--- src/rtl/pp_csa_accumulator.sv ---
// rtl/pp_csa_accumulator.sv - carry-save multi-operand accumulator with final CPA and valid/ready result
// Optional feature macro: PP_ACC_OVF_EN (adds out_ovf and guard bits on the S/C registers and CPA)
module pp_csa_accumulator #(
   parameter int WIDTH     = 32,
   parameter int MAX_TERMS = 8,
   localparam int CW       = $clog2(MAX_TERMS + 1)
) (
   input  logic             clk,
   input  logic             rst_n,
   input  logic             in_valid,
   output logic             in_ready,
   input  logic [WIDTH-1:0] in_pp,
   input  logic             in_last,
   output logic             out_valid,
   input  logic             out_ready,
   output logic [WIDTH-1:0] out_sum,
   output logic [CW-1:0]    out_terms,
`ifdef PP_ACC_OVF_EN
   output logic             out_ovf,
`endif
   output logic             out_trunc
);

`ifdef PP_ACC_OVF_EN
   // Guard bits keep the carry-save pair exact for up to MAX_TERMS full-width terms
   localparam int GB = ($clog2(MAX_TERMS) > 0) ? $clog2(MAX_TERMS) : 1;
`else
   localparam int GB = 0;
`endif
   localparam int SW = WIDTH + GB;

   typedef enum logic [1:0] {
      ACCUM   = 2'd0,
      RESOLVE = 2'd1,
      DONE    = 2'd2
   } state_t;

   state_t        state;
   state_t        state_nxt;
   logic [SW-1:0] s_q;
   logic [SW-1:0] c_q;
   logic [CW-1:0] count;
   logic [CW-1:0] count_inc;
   logic [SW-1:0] pp_ext;
   logic [SW-1:0] s_nxt;
   logic [SW-1:0] c_nxt;
   logic [SW-1:0] cpa;
   logic          accept;
   logic          at_limit;

   assign pp_ext    = SW'(in_pp);
   assign count_inc = count + 1'b1;
   assign at_limit  = (count_inc == CW'(MAX_TERMS));

   // One full-adder row: sum bits stay in place, majority bits move up one position
   assign s_nxt = s_q ^ c_q ^ pp_ext;
   assign c_nxt = {(s_q[SW-2:0] & c_q[SW-2:0]) |
                   (s_q[SW-2:0] & pp_ext[SW-2:0]) |
                   (c_q[SW-2:0] & pp_ext[SW-2:0]), 1'b0};
   assign cpa   = s_q + c_q;

   // State register
   always_ff @(posedge clk) begin
      if (!rst_n) state <= ACCUM;
      else        state <= state_nxt;
   end

   // Next-state and handshake outputs; no overlap between accepting terms and returning a result
   always_comb begin
      state_nxt = state;
      in_ready  = 1'b0;
      out_valid = 1'b0;
      accept    = 1'b0;
      case (state)
         ACCUM: begin
            in_ready = 1'b1;
            if (in_valid) begin
               accept = 1'b1;
               if (in_last || at_limit) state_nxt = RESOLVE;
            end
         end
         RESOLVE: state_nxt = DONE;
         DONE: begin
            out_valid = 1'b1;
            if (out_ready) state_nxt = ACCUM;
         end
         default: state_nxt = ACCUM;
      endcase
   end

   // Carry-save accumulation, final resolve and result hold/clear
   always_ff @(posedge clk) begin
      if (!rst_n) begin
         s_q       <= '0;
         c_q       <= '0;
         count     <= '0;
         out_sum   <= '0;
         out_terms <= '0;
         out_trunc <= 1'b0;
`ifdef PP_ACC_OVF_EN
         out_ovf   <= 1'b0;
`endif
      end else begin
         case (state)
            ACCUM: begin
               if (accept) begin
                  s_q   <= s_nxt;
                  c_q   <= c_nxt;
                  count <= count_inc;
                  if (at_limit && !in_last) out_trunc <= 1'b1;
               end
            end
            RESOLVE: begin
               out_sum   <= cpa[WIDTH-1:0];
               out_terms <= count;
`ifdef PP_ACC_OVF_EN
               out_ovf   <= |cpa[SW-1:WIDTH];
`endif
               s_q       <= '0;
               c_q       <= '0;
               count     <= '0;
            end
            DONE: begin
               if (out_ready) begin
                  out_trunc <= 1'b0;
`ifdef PP_ACC_OVF_EN
                  out_ovf   <= 1'b0;
`endif
               end
            end
            default: ;
         endcase
      end
   end

endmodule

--- config.mk ---
export PLATFORM = sky130hd
export DESIGN_NAME = pp_csa_accumulator
export DESIGN_NICKNAME = d
export VERILOG_FILES = /design/src/rtl/pp_csa_accumulator.sv
export SDC_FILE = /design/constraint.sdc
export NUM_CORES = 1
export LEC_CHECK = 0
export BUFFER_PORTS_ARGS = -buffer_cell sky130_fd_sc_hd__clkbuf_2
export CORE_ASPECT_RATIO = 1.4
export CORE_MARGIN = 8
export CORE_UTILIZATION = 55
export DETAILED_ROUTE_END_ITERATION = 8
export HOLD_SLACK_MARGIN = 0.02
export PLACE_DENSITY_LB_ADDON = 0.12
export SLEW_MARGIN = 10
export SYNTH_ARGS = -nofsm -noshare
export SYNTH_HDL_FRONTEND = slang
export SYNTH_SLANG_ARGS = --single-unit
--- constraint.sdc ---
create_clock -name clk -period 3.1 [get_ports clk]
set_input_delay 0.155 -clock clk [delete_from_list [all_inputs] [get_ports clk]]
set_output_delay 0.155 -clock clk [all_outputs]
set_load 0.01 [all_outputs]
==> results.cfg, run 1 <==
[setup_path]
crit_path_end_kind = flop
r2r_slack_ps = 540
rr_endpoint = out_sum[31]$_SDFFE_PN0P_
crit_path_cell_trace = ha_1 > inv_1 > fa_1 > nor2b_1 > o2111ai_1 > a21oi_1 > o211ai_1 > a31oi_2 > nor4b_1 > nor3_1
crit_family = compound AO/OA/AOI/OAI gates
worstSetupStartpoint = s_q[1]$_SDFFE_PN0P_
cp_max_fo = 5
rr_startpoint = s_q[1]$_SDFFE_PN0P_
worst_r2r_path_depth = 10
critical_path_buf_inv_count = 1
cpMaxStageDelayCell = dfxtp_1
worst_path_largest_cell_delay_ps = 390
worstPathRequired_ps = 3330
worstSetupPathType = reg2reg
crit_cells = 10
arrival_ps = 2790
setup.worst_path.start_class = flop
timing.critical_path.to = out_sum[31]$_SDFFE_PN0P_

[yosys]
synth_edf_count = 0
yosys.area_share.adder = 0.166
synthFlopType = dfxtp_1
post_synth_inst_count = 674
synth-seq-area-share = 0.346
synthMuxAreaShare = 0.00489
synth-async-reset-ratio = 0
main_combinational_cell_family_by_area_after_synthesis = compound AO/OA/AOI/OAI gates
postSynthRegisterBits = 106
synthXorXnorAreaFrac = 0.0357
synth_area_sq_um = 6140
synth.net_count = 774
avgSynthCellArea_sq_um = 9.10
count_of_synthesis_stage_warnings_from_yosys = 0
synth.lib_cells_used.distinct = 50
synth_area_in_simple_gates = 0.182
synth_compound_area_frac = 0.232

[grt]
track_usage = 0.201
global_route.overflow_total = 0
groute.layer.met2.usage = 0.337
grt_max_degree = 90
grt.busiest_layer = met2
grt_antenna_before_repair = 0
vias_in_the_first_global_route = 5154
met3_demand_to_capacity_share_in_global_routing = 0.0429
grt_util_met1 = 0.248
wire_length_of_the_first_global_routing_pass_microns = 25100

[outcome]
status = completed

[power]
cellLeakagePower_nw = 2.81
switching_portion_of_total_power = 0.267
relative_contribution_of_the_clock_network_to_total_power = 0.387
power_per_cell_area_nw_per_um2 = 459
p_int_w = 0.00232
switching_pwr_w = 0.000845
seqPwrFrac = 0.468
power_frac_comb = 0.145
power.ir.vdd_worst_mv = 0.311

[clocking]
tritoncts_clock_tree = yes
cts-buffers-inserted = 9
insertion_delay_ps = 350
clock-sinks = 106
cts.path.max_buffers = 2
clk_root_buffer_cell = clkbuf_16
cts-hold-fix-buffers = 0
htreeDepth = 3
reg_clk_slew_reported_paths_ps = 70
ctsResizeCount = 0
cts_post_setup_buffers_inserted = 0

[timing]
max_slew_violation_count = 0
rsz0062_at_grt = no
hold-worst-slack_ps = 70.4
timing.final.crit_period_ps = 2560
post-route-period-util = 0.826
relSlewSlack = 0.367
finalClockSkew_ps = 7.68
finalSetupTns_ps = 0
worst_pin_slew_ps = 949
setup_viol = 0
max_freq_ghz = 0.391
hold_viol_final = 0

[hold_path]
hold_class = in2reg

[die]
io-pin-count = 76
initial_utilization = 0.565
placement_rows = 45
fp.dieW_microns = 105
core_area_sq_um = 10900
design.die.area_sq_um = 14800
fp.dieH_microns = 141

[route]
avgRoutedWirePerCell_microns = 17.1
drtIter0Drc = 212
vias = 5045
dr.pass1.iters = 5
route.antenna.remaining_nets = 0
route.detailed.vias_per_inst = 5.81
post-route-drc-count = 0
routed_wirelength_microns = 14800

[layout]
area_delta_synth_final_pct = 12.4
nets = 824
layout-drive-gt1-share = 0.144
antenna_cells = 0
fill_cells = 967

[placement]
buffer_ports.inserted = 75
dpl.hpwl_microns = 10900
gp_congestion = 0.925

[job]
max_cap_violations = 0
## how the worst min path moves through the flow
stage,startpoint,cells after the start,to,slack [ps]
2_1_floorplan,in_last,1,state[0]$_SDFFE_PN0P_,310
3_3_place_gp,in_last,2,state[0]$_SDFFE_PN0P_,420
3_5_place_dp,in_last,2,state[0]$_SDFFE_PN0P_,420
4_1_cts,in_last,2,state[0]$_SDFFE_PN0P_,60
5_1_grt,in_last,2,state[0]$_SDFFE_PN0P_,70
6_report,in_last,2,state[0]$_SDFFE_PN0P_,70
## per-layer routing
layer,wire (microns),share of wire,up-vias
li1,-,-,2499
met1,6580,0.44,2411
met2,7280,0.49,109
met3,635,0.043,26
met4,350,0.024,0
met5,0,0,-
## power groups by stage
stage	registers, W	clock network, W	logic, W
global route	0.00149	0.00130	0.000517
global placement	0.00151	0	0.000450
finish	0.00148	0.00122	0.000460
floorplan	0.00150	0	0.000329
CTS	0.00148	0.00125	0.000465
detailed placement	0.00151	0	0.000462
## worst reg2reg max path: stages (launching register included)
cell	delay [ps]
dfxtp_1	390
ha_1	210
inv_1	60
fa_1	390
nor2b_1	230
o2111ai_1	160
a21oi_1	190
o211ai_1	140
a31oi_2	320
nor4b_1	260
nor3_1	80
## synth_stat cells, types with 7 or more instances
library cell	n	area, sq um
inv_1	7	26.3
dfxtp_1	106	2120
clkbuf_1	29	109
nand3_1	14	70.1
nand4_1	7	43.8
xnor2_1	15	131
a22oi_1	63	473
ha_1	32	400
a21boi_0	11	82.6
buf_2	7	35.0
nor2_1	24	90.1
nand2_1	68	255
fa_1	31	621
a21oi_1	34	170
nor3_1	8	40.0
nor2b_1	74	463
o21ai_0	39	195
a21o_1	14	105
xor2_1	10	87.6
and2_1	11	68.8
## logic make-up (layout without fill, tap and decap cells)
group / count (synthesis) / after routing
muxes: 3 / 3
buffers and inverters: 50 / 104
AOI/OAI and AO/OA: 208 / 208
xor gates and xnor gates: 25 / 25
adders and majority gates: 63 / 63
and+or+nand+nor: 219 / 219
DFF: 106 / 106
## sequential cells by signal, indices dropped and copies added, names as in the netlist
register	count
state	2
out_trunc	1
c_q	31
count	4
out_terms	4
s_q	32
out_sum	32
## cell usage in the layout (no fill, tap or decap), types with 24 or more instances in the layout
| cell | n |
|---|---|
| a22oi_1 | 63 |
| ha_1 | 32 |
| clkbuf_2 | 75 |
| fa_1 | 31 |
| a21oi_1 | 34 |
| nor2b_1 | 73 |
| dfxtp_1 | 106 |
| nor2_1 | 24 |
| nand2_1 | 68 |
| o21ai_0 | 39 |
## final cells by class
| class | count | area (sq um) | share of cell area |
|---|---|---|---|
| multi-input combinational | 518 | 3830 | 0.555 |
| sequential | 106 | 2120 | 0.308 |
| timing repair buffer | 82 | 428 | 0.0620 |
| clock buffer | 9 | 225 | 0.0327 |
| tap | 141 | 176 | 0.0256 |
| clock inverter | 6 | 91.3 | 0.0132 |
| inverter | 7 | 26.3 | 0.00381 |
## per-stage QoR
stage / setup slack [ps] / utilization / instances / cell area (sq um) / total power (W)
floorplan: 831 / - / 674 / 6140 / 0.00183
global placement: 649 / 0.606 / 854 / 6580 / 0.00196
detailed placement: 556 / 0.606 / 854 / 6580 / 0.00198
CTS: 540 / 0.635 / 869 / 6900 / 0.00320
global route: 310 / 0.635 / 869 / 6900 / 0.00331
finish: 539 / 0.635 / 869 / 6900 / 0.00317
Power figures use the tool's default switching activity.
==> inputs of run 2 (changes only) <==
--- a/config.mk
+++ b/config.mk
@@ -8,7 +8,7 @@
 export BUFFER_PORTS_ARGS = -buffer_cell sky130_fd_sc_hd__clkbuf_2
 export CORE_ASPECT_RATIO = 1.4
 export CORE_MARGIN = 8
-export CORE_UTILIZATION = 55
+export CORE_UTILIZATION = 53
 export DETAILED_ROUTE_END_ITERATION = 8
 export HOLD_SLACK_MARGIN = 0.02
 export PLACE_DENSITY_LB_ADDON = 0.12
==> constraint.sdc (replaced) <==
create_clock -name clk -period 2.1 [get_ports clk]
set_input_delay 0.105 -clock clk [delete_from_list [all_inputs] [get_ports clk]]
set_output_delay 0.105 -clock clk [all_outputs]
set_load 0.01 [all_outputs]
==> run 2 against run 1 <==
Net effect: the run now ends with negative setup slack left; critical path depth is 1 higher; fmax is 16% higher; sequential power rose by 47%; highest routed layer unchanged.
==> results.cfg, run 2 (same netlist as run 1, synthesis figures left out) <==
[setup_path]
worstPathRequired_ps = 2330
critical_path_buf_inv_count = 2
crit_path_cell_trace = ha_4 > inv_2 > fa_2 > nor2b_4 > o2111ai_4 > a21oi_2 > o211ai_1 > a31oi_2 > buf_4 > xnor2_2 > o21ai_1
rr_startpoint = c_q[1]$_SDFFE_PN0P_
worst_r2r_path_depth = 11
cpMaxStageDelayCell = dfxtp_2
crit_family = compound AO/OA/AOI/OAI gates
setup.worst_path.start_class = flop
worst_path_largest_cell_delay_ps = 360
cp_max_fo = 3
worstSetupPathType = reg2reg
rr_endpoint = out_sum[23]$_SDFFE_PN0P_
crit_path_end_kind = flop
r2r_slack_ps = -100
arrival_ps = 2430

[layout]
mostFrequentLayoutCell = buf_4
post_route_cell_area_sq_um = 8030
layout-drive-gt1-share = 0.313
fin_cells = 979
area_delta_synth_final_pct = 30.9
mostFrequentLayoutCells = 109 x buf_4, 96 x dfxtp_1, 75 x clkbuf_2, 72 x nor2b_1, 66 x nand2_1
nets = 930
antenna_cells = 0
top_regs = out_sum: 32 flops, s_q: 32 flops, c_q: 31 flops
fill_cells = 941

[timing]
max_freq_ghz = 0.454
finalSetupTns_ps = -404
setup_viol = 9
rsz0062_at_grt = yes
hold_viol_final = 0
worst_pin_slew_ps = 998
hold-worst-slack_ps = 161
timing.final.crit_period_ps = 2200
post-route-period-util = 1.05
max_slew_violation_count = 0
relSlewSlack = 0.334
setup_ws_ps = -102
finalClockSkew_ps = 9.85

[clocking]
cts-buffers-inserted = 9
cts.path.max_buffers = 2
reg_clk_slew_reported_paths_ps = 80
clk_root_buffer_cell = clkbuf_16
htreeDepth = 3
insertion_delay_ps = 350
clock-sinks = 106
tritoncts_clock_tree = yes

[placement]
place_area_sq_um = 7370
buffer_ports.inserted = 75
gp_congestion = 0.894
dpl.hpwl_microns = 12700
placedCellCount = 958

[die]
fp.dieW_microns = 107
design.die.area_sq_um = 15300
io-pin-count = 76
fp.dieH_microns = 143
core_area_sq_um = 11300
placement_rows = 46
initial_utilization = 0.541

[hold_path]
whs_endpoint = s_q[0]$_SDFFE_PN0P_
whs_path_depth = 4
timing.hold.worst.start = in_pp[0]
hold_class = in2reg

[power]
power.ir.vdd_worst_mv = 0.413
cellLeakagePower_nw = 3.37
power_per_cell_area_nw_per_um2 = 607
p_total_w = 0.00487

[grt]
grt_antenna_before_repair = 0
vias_in_the_first_global_route = 5631
wire_length_of_the_first_global_routing_pass_microns = 27600
track_usage = 0.225
grt_max_degree = 64
global_route.overflow_total = 0

[route]
post-route-drc-count = 0
avgRoutedWirePerCell_microns = 17.4
route.detailed.vias_per_inst = 5.63
routed_wirelength_microns = 17000
route.antenna.remaining_nets = 0
vias = 5509
dr.pass1.iters = 5
drtIter0Drc = 275

[job]
max_cap_violations = 0

[outcome]
status = finished with violations
violations = negative setup slack
[run 2: stage by stage]
| stage | worst slack [ps] | utilization |
|---|---|---|
| finish | -102 | 0.708 |
| global route | -244 | 0.708 |
| CTS | -77.8 | 0.696 |
| detailed placement | -185 | 0.650 |
| global placement | -155 | 0.650 |
| floorplan | -64.3 | - |
[run 2: worst max path at each step]
stage                             start                        to  slack, ps  depth (start not counted)
CTS                 c_q[1]$_SDFFE_PN0P_  out_sum[23]$_SDFFE_PN0P_        -80                         11
global placement    c_q[1]$_SDFFE_PN0P_  out_sum[23]$_SDFFE_PN0P_       -150                         11
finish              c_q[1]$_SDFFE_PN0P_  out_sum[23]$_SDFFE_PN0P_       -100                         11
detailed placement  c_q[1]$_SDFFE_PN0P_  out_sum[23]$_SDFFE_PN0P_       -190                         11
floorplan           c_q[1]$_SDFFE_PN0P_  out_sum[31]$_SDFFE_PN0P_        -60                         10
global route        c_q[1]$_SDFFE_PN0P_  out_sum[23]$_SDFFE_PN0P_       -240                         11
[run 2: timing repair]
| action | CTS | global route |
|---|---|---|
| resized for setup | 32 | 30 |
| setup buffers | 3 | 1 |
| hold buffers | 2 | 0 |
| endpoints found under the setup margin | 15 | 22 |
| hold endpoints to repair | 2 | 0 |
| pin swaps | 10 | 8 |
[run 2: per-layer routing]
| metal | global-route usage | vias to the layer above | routed length (microns) |
|---|---|---|---|
| met2 | 0.411 | 112 | 8930 |
| met4 | 0.0796 | 0 | 344 |
| li1 | - | 2718 | - |
| met3 | 0.0399 | 21 | 684 |
| met1 | 0.253 | 2658 | 7040 |
| met5 | 0 | - | 0 |
[run 2: power breakdown]
group	leakage, nW	internal [W]	switching [W]
combinational	2.36	0.000443	0.000475
sequential	0.865	0.00210	0.0000770
clock	0.149	0.000950	0.000829
[run 2: final cells by class]
cell class | count | area (sq um) | area share
clock buffer | 9 | 225 | 0.0280
clock inverter | 7 | 83.8 | 0.0104
inverter | 7 | 26.3 | 0.00327
multi-input combinational | 518 | 4140 | 0.515
sequential | 106 | 2130 | 0.266
tap | 144 | 180 | 0.0224
timing repair buffer | 188 | 1240 | 0.155
[run 2: worst register-to-register path: stages (launching register included)]
cell       delay, ps
dfxtp_2          360
ha_4             140
inv_2             30
fa_2             360
nor2b_4          160
o2111ai_4        130
a21oi_2          160
o211ai_1         140
a31oi_2          240
buf_4            180
xnor2_2          110
o21ai_1           70
